## config.mk

```make
export PLATFORM = sky130hd
export DESIGN_NAME = capture_readout_seq
export DESIGN_NICKNAME = d
export VERILOG_FILES = /design/src/rtl/capture_readout_seq_pkg.sv /design/src/rtl/capture_readout_seq_fifo2.sv /design/src/rtl/capture_readout_seq.sv
export SDC_FILE = /design/constraint.sdc
export NUM_CORES = 1
export LEC_CHECK = 0
export CAP_MARGIN = 20
export CELL_PAD_IN_SITES_DETAIL_PLACEMENT = 2
export CELL_PAD_IN_SITES_GLOBAL_PLACEMENT = 2
export CORE_UTILIZATION = 35
export CTS_CLUSTER_SIZE = 10
export DETAILED_ROUTE_END_ITERATION = 8
export PLACE_DENSITY = 0.85
export SLEW_MARGIN = 20
export SYNTH_ARGS = -nofsm -noshare
export SYNTH_HDL_FRONTEND = slang
export SYNTH_SLANG_ARGS = --single-unit
```

## constraint.sdc

```tcl
create_clock -name rdclk -period 4.7 [get_ports rdclk]
set_input_delay 1.41 -clock rdclk [delete_from_list [all_inputs] [get_ports rdclk]]
set_output_delay 1.41 -clock rdclk [all_outputs]
set_load 0.02 [all_outputs]
```

## src/rtl/capture_readout_seq_pkg.sv

```systemverilog
// Shared defaults and FSM encoding for the capture buffer read-side sequencer.
package capture_pkg;

  localparam int CAP_ADDR_W = 13;
  localparam int CAP_DATA_W = 2;
  localparam int CAP_PACK   = 4;

  typedef enum logic [1:0] {
    ST_IDLE  = 2'd0,
    ST_READ  = 2'd1,
    ST_DRAIN = 2'd2
  } state_t;

endpackage

```

## src/rtl/capture_readout_seq_fifo2.sv

```systemverilog
// Two-entry synchronous FIFO with occupancy count; head is visible combinationally.
// Flush empties it in one edge; storage resets to zero so an idle head reads as zero.
module readout_fifo2 #(
  parameter int W = 9
) (
  input  logic         clk,
  input  logic         rst,
  input  logic         flush,
  input  logic         push_vld,
  input  logic [W-1:0] push_dat,
  input  logic         pop_rdy,
  output logic [W-1:0] head_dat,
  output logic         head_vld,
  output logic [1:0]   count
);

  logic [1:0][W-1:0] mem_q, mem_d;
  logic              wr_q, wr_d;
  logic              rd_q, rd_d;
  logic [1:0]        cnt_q, cnt_d;
  logic              do_push, do_pop;

  always_comb begin
    do_pop  = pop_rdy && (cnt_q != 2'd0);
    do_push = push_vld && ((cnt_q != 2'd2) || do_pop);
    mem_d   = mem_q;
    if (do_push) mem_d[wr_q] = push_dat;
    wr_d  = wr_q ^ do_push;
    rd_d  = rd_q ^ do_pop;
    cnt_d = cnt_q + 2'(do_push) - 2'(do_pop);
    if (flush) begin
      wr_d  = 1'b0;
      rd_d  = 1'b0;
      cnt_d = 2'd0;
    end
  end

  always_ff @(posedge clk or posedge rst) begin
    if (rst) begin
      mem_q <= '0;
      wr_q  <= 1'b0;
      rd_q  <= 1'b0;
      cnt_q <= 2'd0;
    end else begin
      mem_q <= mem_d;
      wr_q  <= wr_d;
      rd_q  <= rd_d;
      cnt_q <= cnt_d;
    end
  end

  assign head_dat = mem_q[rd_q];
  assign head_vld = (cnt_q != 2'd0);
  assign count    = cnt_q;

endmodule

```

## src/rtl/capture_readout_seq.sv

```systemverilog
// Walks the capture RAM read port, absorbs its 1-cycle latency and packs samples into words.
// First word 6 cycles after start; reads are throttled so at most two words are ever queued.
module capture_readout_seq
  import capture_pkg::*;
#(
  parameter int  ADDR_W = CAP_ADDR_W,
  parameter int  DATA_W = CAP_DATA_W,
  parameter int  PACK   = CAP_PACK,
  localparam int OUT_W  = DATA_W * PACK
) (
  input  logic              rdclk,
  input  logic              rst,
  input  logic              start,
  input  logic              abort,
  input  logic [ADDR_W-1:0] start_addr,
  input  logic [ADDR_W:0]   length,
  output logic [ADDR_W-1:0] rd_addr,
  output logic              rd_en,
  input  logic [DATA_W-1:0] rd_data,
  output logic [OUT_W-1:0]  out_data,
  output logic              out_valid,
  output logic              out_last,
  input  logic              out_ready,
  output logic              busy,
  output logic              done
);

  localparam int IDX_W = (PACK > 1) ? $clog2(PACK) : 1;

  state_t            state_q, state_d;
  logic [ADDR_W-1:0] addr_q, addr_d;
  logic [ADDR_W:0]   rem_q, rem_d;
  logic              rd_vld_q, rd_vld_d;
  logic              rd_last_q, rd_last_d;
  logic [IDX_W-1:0]  idx_q, idx_d;
  logic [OUT_W-1:0]  pack_q, pack_d;
  logic              done_q, done_d;
  logic              busy_q, busy_d;

  logic              completing;
  logic              rd_en_c;
  logic [OUT_W-1:0]  word_c;
  logic              push_vld;
  logic [OUT_W:0]    push_dat;
  logic [OUT_W:0]    head_dat;
  logic              head_vld;
  logic [1:0]        fifo_cnt;
  logic              last_acc;

  always_comb begin
    state_d = state_q;
    addr_d  = addr_q;
    rem_d   = rem_q;
    idx_d   = idx_q;
    pack_d  = pack_q;
    done_d  = 1'b0;
    busy_d  = busy_q;

    // A sample returning this cycle that closes a word will occupy a FIFO slot next edge.
    completing = rd_vld_q && ((idx_q == IDX_W'(PACK - 1)) || rd_last_q);
    rd_en_c    = (state_q == ST_READ) && (rem_q != '0) &&
                 ((fifo_cnt + {1'b0, completing}) < 2'd2);
    rd_vld_d   = rd_en_c;
    rd_last_d  = rd_en_c && (rem_q == (ADDR_W + 1)'(1));

    if (rd_en_c) begin
      addr_d = addr_q + ADDR_W'(1);
      rem_d  = rem_q - (ADDR_W + 1)'(1);
    end

    word_c = pack_q;
    word_c[idx_q*DATA_W +: DATA_W] = rd_data;
    push_vld = 1'b0;
    push_dat = {rd_last_q, word_c};
    if (rd_vld_q) begin
      if (completing) begin
        push_vld = 1'b1;
        pack_d   = '0;
        idx_d    = '0;
      end else begin
        pack_d = word_c;
        idx_d  = idx_q + IDX_W'(1);
      end
    end

    last_acc = head_vld && out_ready && head_dat[OUT_W];

    case (state_q)
      ST_IDLE: begin
        if (start) begin
          state_d = ST_READ;
          addr_d  = start_addr;
          rem_d   = (length == '0) ? {1'b1, {ADDR_W{1'b0}}} : length;
          busy_d  = 1'b1;
        end
      end
      ST_READ: begin
        if (rd_en_c && (rem_q == (ADDR_W + 1)'(1))) state_d = ST_DRAIN;
      end
      ST_DRAIN: begin
        if (last_acc) begin
          state_d = ST_IDLE;
          done_d  = 1'b1;
          busy_d  = 1'b0;
        end
      end
      default: state_d = ST_IDLE;
    endcase

    // Abort wins over everything, including a same-cycle start.
    if (abort) begin
      state_d   = ST_IDLE;
      busy_d    = 1'b0;
      done_d    = 1'b0;
      rd_vld_d  = 1'b0;
      rd_last_d = 1'b0;
      idx_d     = '0;
      pack_d    = '0;
      push_vld  = 1'b0;
    end
  end

  always_ff @(posedge rdclk or posedge rst) begin
    if (rst) begin
      state_q   <= ST_IDLE;
      addr_q    <= '0;
      rem_q     <= '0;
      rd_vld_q  <= 1'b0;
      rd_last_q <= 1'b0;
      idx_q     <= '0;
      pack_q    <= '0;
      done_q    <= 1'b0;
      busy_q    <= 1'b0;
    end else begin
      state_q   <= state_d;
      addr_q    <= addr_d;
      rem_q     <= rem_d;
      rd_vld_q  <= rd_vld_d;
      rd_last_q <= rd_last_d;
      idx_q     <= idx_d;
      pack_q    <= pack_d;
      done_q    <= done_d;
      busy_q    <= busy_d;
    end
  end

  readout_fifo2 #(.W(OUT_W + 1)) u_fifo (
    .clk      (rdclk),
    .rst      (rst),
    .flush    (abort),
    .push_vld (push_vld),
    .push_dat (push_dat),
    .pop_rdy  (out_ready),
    .head_dat (head_dat),
    .head_vld (head_vld),
    .count    (fifo_cnt)
  );

  assign rd_addr   = addr_q;
  assign rd_en     = rd_en_c;
  assign out_data  = head_dat[OUT_W-1:0];
  assign out_last  = head_dat[OUT_W];
  assign out_valid = head_vld;
  assign busy      = busy_q;
  assign done      = done_q;

endmodule

```

* After elaboration in Yosys (flattened, before gate mapping)
Index checks and enable logic that the tools add are counted.
Storage, ports and cells: output and inout bits 26, input port bits 34, word-level logic and storage cells 94, register bits 65
Cells by class: shifts and indexed selects 2, add/sub/neg operators 7, bitwise operators 2, multiplexer cells 39, order comparisons 4, equal/unequal tests 8, reductions and logical operators 18
Operators with widths (count):
- 2-to-1 mux 14 bit | 4
- 2-to-1 mux 13 bit | 3
- negation 3 -> 34 bit | 1
- variable shift 2 x 34 -> 8 bit (first input constant) | 1
- variable part select 2 x 34 -> 8 bit | 1
- 2-to-1 mux 9 bit | 3
- 2-to-1 mux 8 bit | 3
- bitwise mux 18 bit | 1
- 2-to-1 mux 2 bit | 8
- equality test 14 x 1 -> 1 bit (second input constant) | 1
- logical NOT 14 bit | 1
- nonzero test 14 bit | 1
- subtractor 14 x 1 -> 14 bit (second input constant) | 1
- adder 13 x 1 -> 13 bit (second input constant) | 1
- 2-to-1 mux 1 bit | 13
- demux 9 bit (select 1 bit) | 1
- bitwise mux 8 bit | 1
- logical AND 1 bit | 8
- != test 3 bit (second input constant) | 2
- one-hot mux 2 bit (3 select lines) | 1
- AND reduction 3 bit | 2
- adder 2 x 1 -> 2 bit | 2
- equality test 2 bit (second input constant) | 2
- < comparator 1 x 2 -> 1 bit (second input constant) | 2
- 13 further kinds | 16

* Depth between registers and ports, before layout
depth in word-level cells 10, depth in mapped cells 8, mapped depth without buffers 8

* Modules after synthesis
A second synthesis with hierarchy kept.
Unflattened totals: cells, all modules 379, area, all modules 3828.7 um2
Modules (own cells, without submodules):
- capture_readout_seq | area each 2801.4 um2, instances 1, cells each 308, seq. area each 1076.0 um2
- readout_fifo2 | area each 1027.2 um2, instances 1, cells each 71, seq. area each 550.5 um2

* Worst setup path before layout
No wires, ideal clock.
kind reg-to-output, from register idx_q[0], to output rd_en, setup slack 1560 ps, path buffers 1, data required time 3290 ps, cell stages (with the launch flop) 7, arrival 1730 ps, cell sequence dfrtp_1 ha_1 o211ai_1 mux2i_4 buf_6 nand2_2 inv_1
On the way: word-level cells in the longest chain between the ends 6
RTL lines:
- start: declaration | line capture_readout_seq.sv:35 | logic [IDX_W-1:0] idx_q, idx_d;
- start signal: assignment | line capture_readout_seq.sv:140 | idx_q <= idx_d;
- equality test 2 bit | line capture_readout_seq.sv:60 | completing = rd_vld_q && ((idx_q == IDX_W'(PACK - 1)) || rd_last_q);
- logical OR 1 bit | line capture_readout_seq.sv:60
- logical AND 1 bit | line capture_readout_seq.sv:60
- adder 2 x 1 -> 2 bit | line capture_readout_seq.sv:62 | ((fifo_cnt + {1'b0, completing}) < 2'd2);
- < comparator 2 bit | line capture_readout_seq.sv:62
- logical AND 1 bit | line capture_readout_seq.sv:61 | rd_en_c = (state_q == ST_READ) && (rem_q != '0) &&
- end: declaration | line capture_readout_seq.sv:18 | output logic rd_en,
No other way between the ends.

* Final worst setup path
Same ends and word-level chain as after synthesis.

==> summary.txt <==
Outcome
  • Status: complete, no violations

Critical path
  • Worst Setup Start Kind: flop
  • Worst reg-to-reg path cell count: 5
  • Crit path DAT: 2.66 ns
  • Setup slack, reg-to-reg: 1.96 ns
  • Setup CP Type: reg -> out
  • Setup crit end kind: primary output
  • Worst Path Max Fanout: 8
  • WP data required: 3.29 ns
  • Reg2reg start: idx_q[0]
  • R2R Path End: u_fifo.mem_q[8]

Global routing
  • Largest net degree at the start of global routing: 27
  • Grt ovf: 0
  • Initial antenna violation count: 0
  • First-pass GRT wire length: 16800 µm
  • Total GRT Usage: 21.7%
  • Vias in the first global route: 3366

STA
  • Tightest Pin Transition: 0.720 ns
  • Final Hold Vio Count: 0
  • Fmax: 246 MHz
  • Setup TNS: 0 ns
  • RSZ-0062 raised after global routing: false
  • Setup Skew: 0.00974 ns
  • Slew Limit Headroom: 51.8%
  • Max-slew violations: 0
  • Min Tclk post-route: 4.07 ns
  • Setup violators final: 0
  • Final Cycle Share: 86.5%
  • Final WS setup: 0.634 ns

Synth
  • Predominant post-synthesis flop cell: dfrtp_1
  • Yosys reg bits: 65
  • Synth area leaders: dfrtp_1, xor2_1, ha_1
  • Cell taking the most area after synthesis: dfrtp_1
  • Synth async-reset ratio: 100%
  • Mapped Area: 3440 µm²
  • EDFF count, synth: 0
  • Cell count after synthesis: 359
  • Synth warn: 0
  • Distinct cell type count after synthesis: 44
  • Sequential area share after synthesis: 47.3%
  • Mapped Nets: 406
  • Area fraction of the dominant cell type after synthesis: 47.3%
  • Mean Syn Cell Area: 9.59 µm²

Hold path
  • Hold Path Origin: pack_q[5]
  • Hold Crit Endpoint: pack_q[5]
  • Hold Path Cell Cnt: 2
  • Hold WC Path Type: reg -> reg

Clock network
  • TritonCTS clock tree: done
  • Number of setup buffers added after CTS: 0
  • Num Clock Sinks: 65
  • Worst skew pair latency: 0.35 ns
  • Root Buffer: clkbuf_8
  • H-tree depth: 3
  • Reg clk slew, reported paths: 0.08 ns
  • Maximum buffer depth of the clock tree: 2
  • CTS buffer count: 9
  • Cts repair resizes: 0
  • Hold Buf Count CTS: 0

Pwr
  • Total power per unit cell area: 363 nW/µm²
  • Net Sw Power: 0.000509 W
  • Peak VDD IR: 0.152 mV
  • Clock power frac: 33.3%
  • Static leakage: 1.84 nW
  • Logic gate share of total power: 22.9%
  • Internal Power: 0.00108 W
  • Reg power frac: 43.8%
  • Net Sw Frac: 32.0%
  • Power after layout: 0.00159 W

Die
  • Die ar.: 10200 µm²
  • Initial core utilization: 36.7%
  • Ports: 60
  • Die Span Y: 101 µm
  • Die width: 101 µm
  • Row count: 35
  • Core box area: 9370 µm²

Detailed routing
  • Initial DRC Count: 46
  • Drt via density: 5.30
  • Via count: 2930
  • DRT Pass-1 Iters: 4
  • Drt drc: 0
  • Antenna viol nets, final: 0
  • WL/cell: 18.7 µm
  • Post-Route WL: 10300 µm

Place
  • Hpwl dp: 7240 µm
  • Place WS: 0.757 ns
  • Placer Congestion: 0.770
  • PortBufs: 59

Final layout
  • N_diodes: 0
  • Fin nets: 466
  • Syn-to-layout area delta: 27.2%
  • Layout cells sized above 1: 10.1%

Job
  • Max-cap violations: 0
-- worst max-delay path by stage --
stage                  start         endpoint  slack (ns)  cells after the start
finish              idx_q[0]            rd_en        0.63                      6
floorplan           idx_q[0]            rd_en        1.56                      6
CTS                 idx_q[0]            rd_en        0.59                      6
global route        idx_q[0]            rd_en        0.49                      6
detailed placement     abort  u_fifo.mem_q[8]        0.76                      4
global placement       abort  u_fifo.mem_q[8]        0.90                      4
-- cell type report --
class,count,area (µm²)
multi-input cells,269,1710
fillers,1012,4990
clock inverters,6,82.6
clock buffers,10,128
inverters,10,37.5
flip-flops and latches,65,1630
repair buffers,64,628
well taps,129,161
-- cell usage after synthesis, drive strengths merged (4+ instances only) --
library cell and instances:
dfrtp 65, nand3 16, o21ai 29, nand4 13, inv 10, mux2 12
ha 13, nand2 35, and3 5, clkbuf 11, a21oi 23, nor2 35
nor2b 13, a31oi 6, and2 4, nor4 8, xor2 21, buf 4
-- metal layers --
layer	track usage, %	wire length [µm]	vias to the layer above
li1	-	-	1378
met1	25.1	4360	1485
met2	40.5	5560	55
met3	4.62	306	12
met4	6.02	107	0
met5	0	0	-
-- flip-flops by register name (all words and copies together), names as in the netlist --
register	count
done	1
busy	1
u_fifo.count	2
u_fifo.rd_q	1
state_q	2
rem_q	14
u_fifo.mem_q	18
idx_q	2
rd_addr	13
rd_last_q	1
rd_vld_q	1
u_fifo.wr_q	1
pack_q	8
-- cells in the final DEF (no fill, tap or decap), types with 2 or more instances in the layout --
cell type / count
a21oi_1: 23
a31oi_1: 6
a41oi_1: 2
and2_1: 4
and3_1: 5
buf_4: 5
bufinv_16: 2
clkbuf_8: 9
clkdlybuf4s50_1: 59
clkinv_2: 3
dfrtp_1: 65
ha_1: 13
inv_1: 9
mux2_2: 12
mux2i_1: 2
nand2_1: 34
nand2b_1: 2
nand3_1: 15
nand3b_1: 3
nand4_1: 12
nor2_1: 35
nor2b_1: 12
nor3_1: 2
nor4_1: 6
nor4_2: 2
nor4b_1: 2
o211ai_1: 3
o21ai_0: 29
o311ai_0: 2
or2_2: 2
or3_1: 3
or4_1: 2
xnor2_1: 3
xor2_1: 21
-- power groups by stage --
stage | clock network, W | registers (W) | logic [W]
2_1_floorplan | 0 | 0.000705 | 0.000199
3_3_place_gp | 0 | 0.000701 | 0.000346
3_5_place_dp | 0 | 0.000706 | 0.000361
4_1_cts | 0.000537 | 0.000697 | 0.000369
5_1_grt | 0.000560 | 0.000707 | 0.000398
6_report | 0.000529 | 0.000698 | 0.000364
-- kinds of logic (layout without fill, tap and decap cells) --
family / Yosys count / after routing / synth area share [%]
fa+ha+maj: 13 / 13 / 4.73
mux: 15 / 15 / 5.16
simple gates: 150 / 150 / 22.9
xor+xnor: 24 / 24 / 6.11
compound gates: 67 / 67 / 10.8
buf+inv: 25 / 90 / 3.02
flops: 65 / 65 / 47.3
-- stage by stage --
| step | hold slack (ns) | util (%) | cell area [µm²] | instances |
|---|---|---|---|---|
| 2_1_floorplan | 0.442 | - | 3440 | 359 |
| 3_3_place_gp | 0.454 | 44.5 | 4170 | 537 |
| 3_5_place_dp | 0.469 | 44.5 | 4170 | 537 |
| 4_1_cts | 0.485 | 46.7 | 4380 | 553 |
| 5_1_grt | 0.517 | 46.7 | 4380 | 553 |
| 6_report | 0.479 | 46.7 | 4380 | 553 |
-- worst max-delay path, cell delays in order (launching register included) --
cell             delay [ns]
dfrtp_1                0.48
ha_1                   0.32
o211ai_1               0.33
mux2i_4                0.30
nand2_2                0.19
inv_1                  0.09
clkdlybuf4s50_1        0.60
Note: power is estimated with default switching activity, not from simulation.
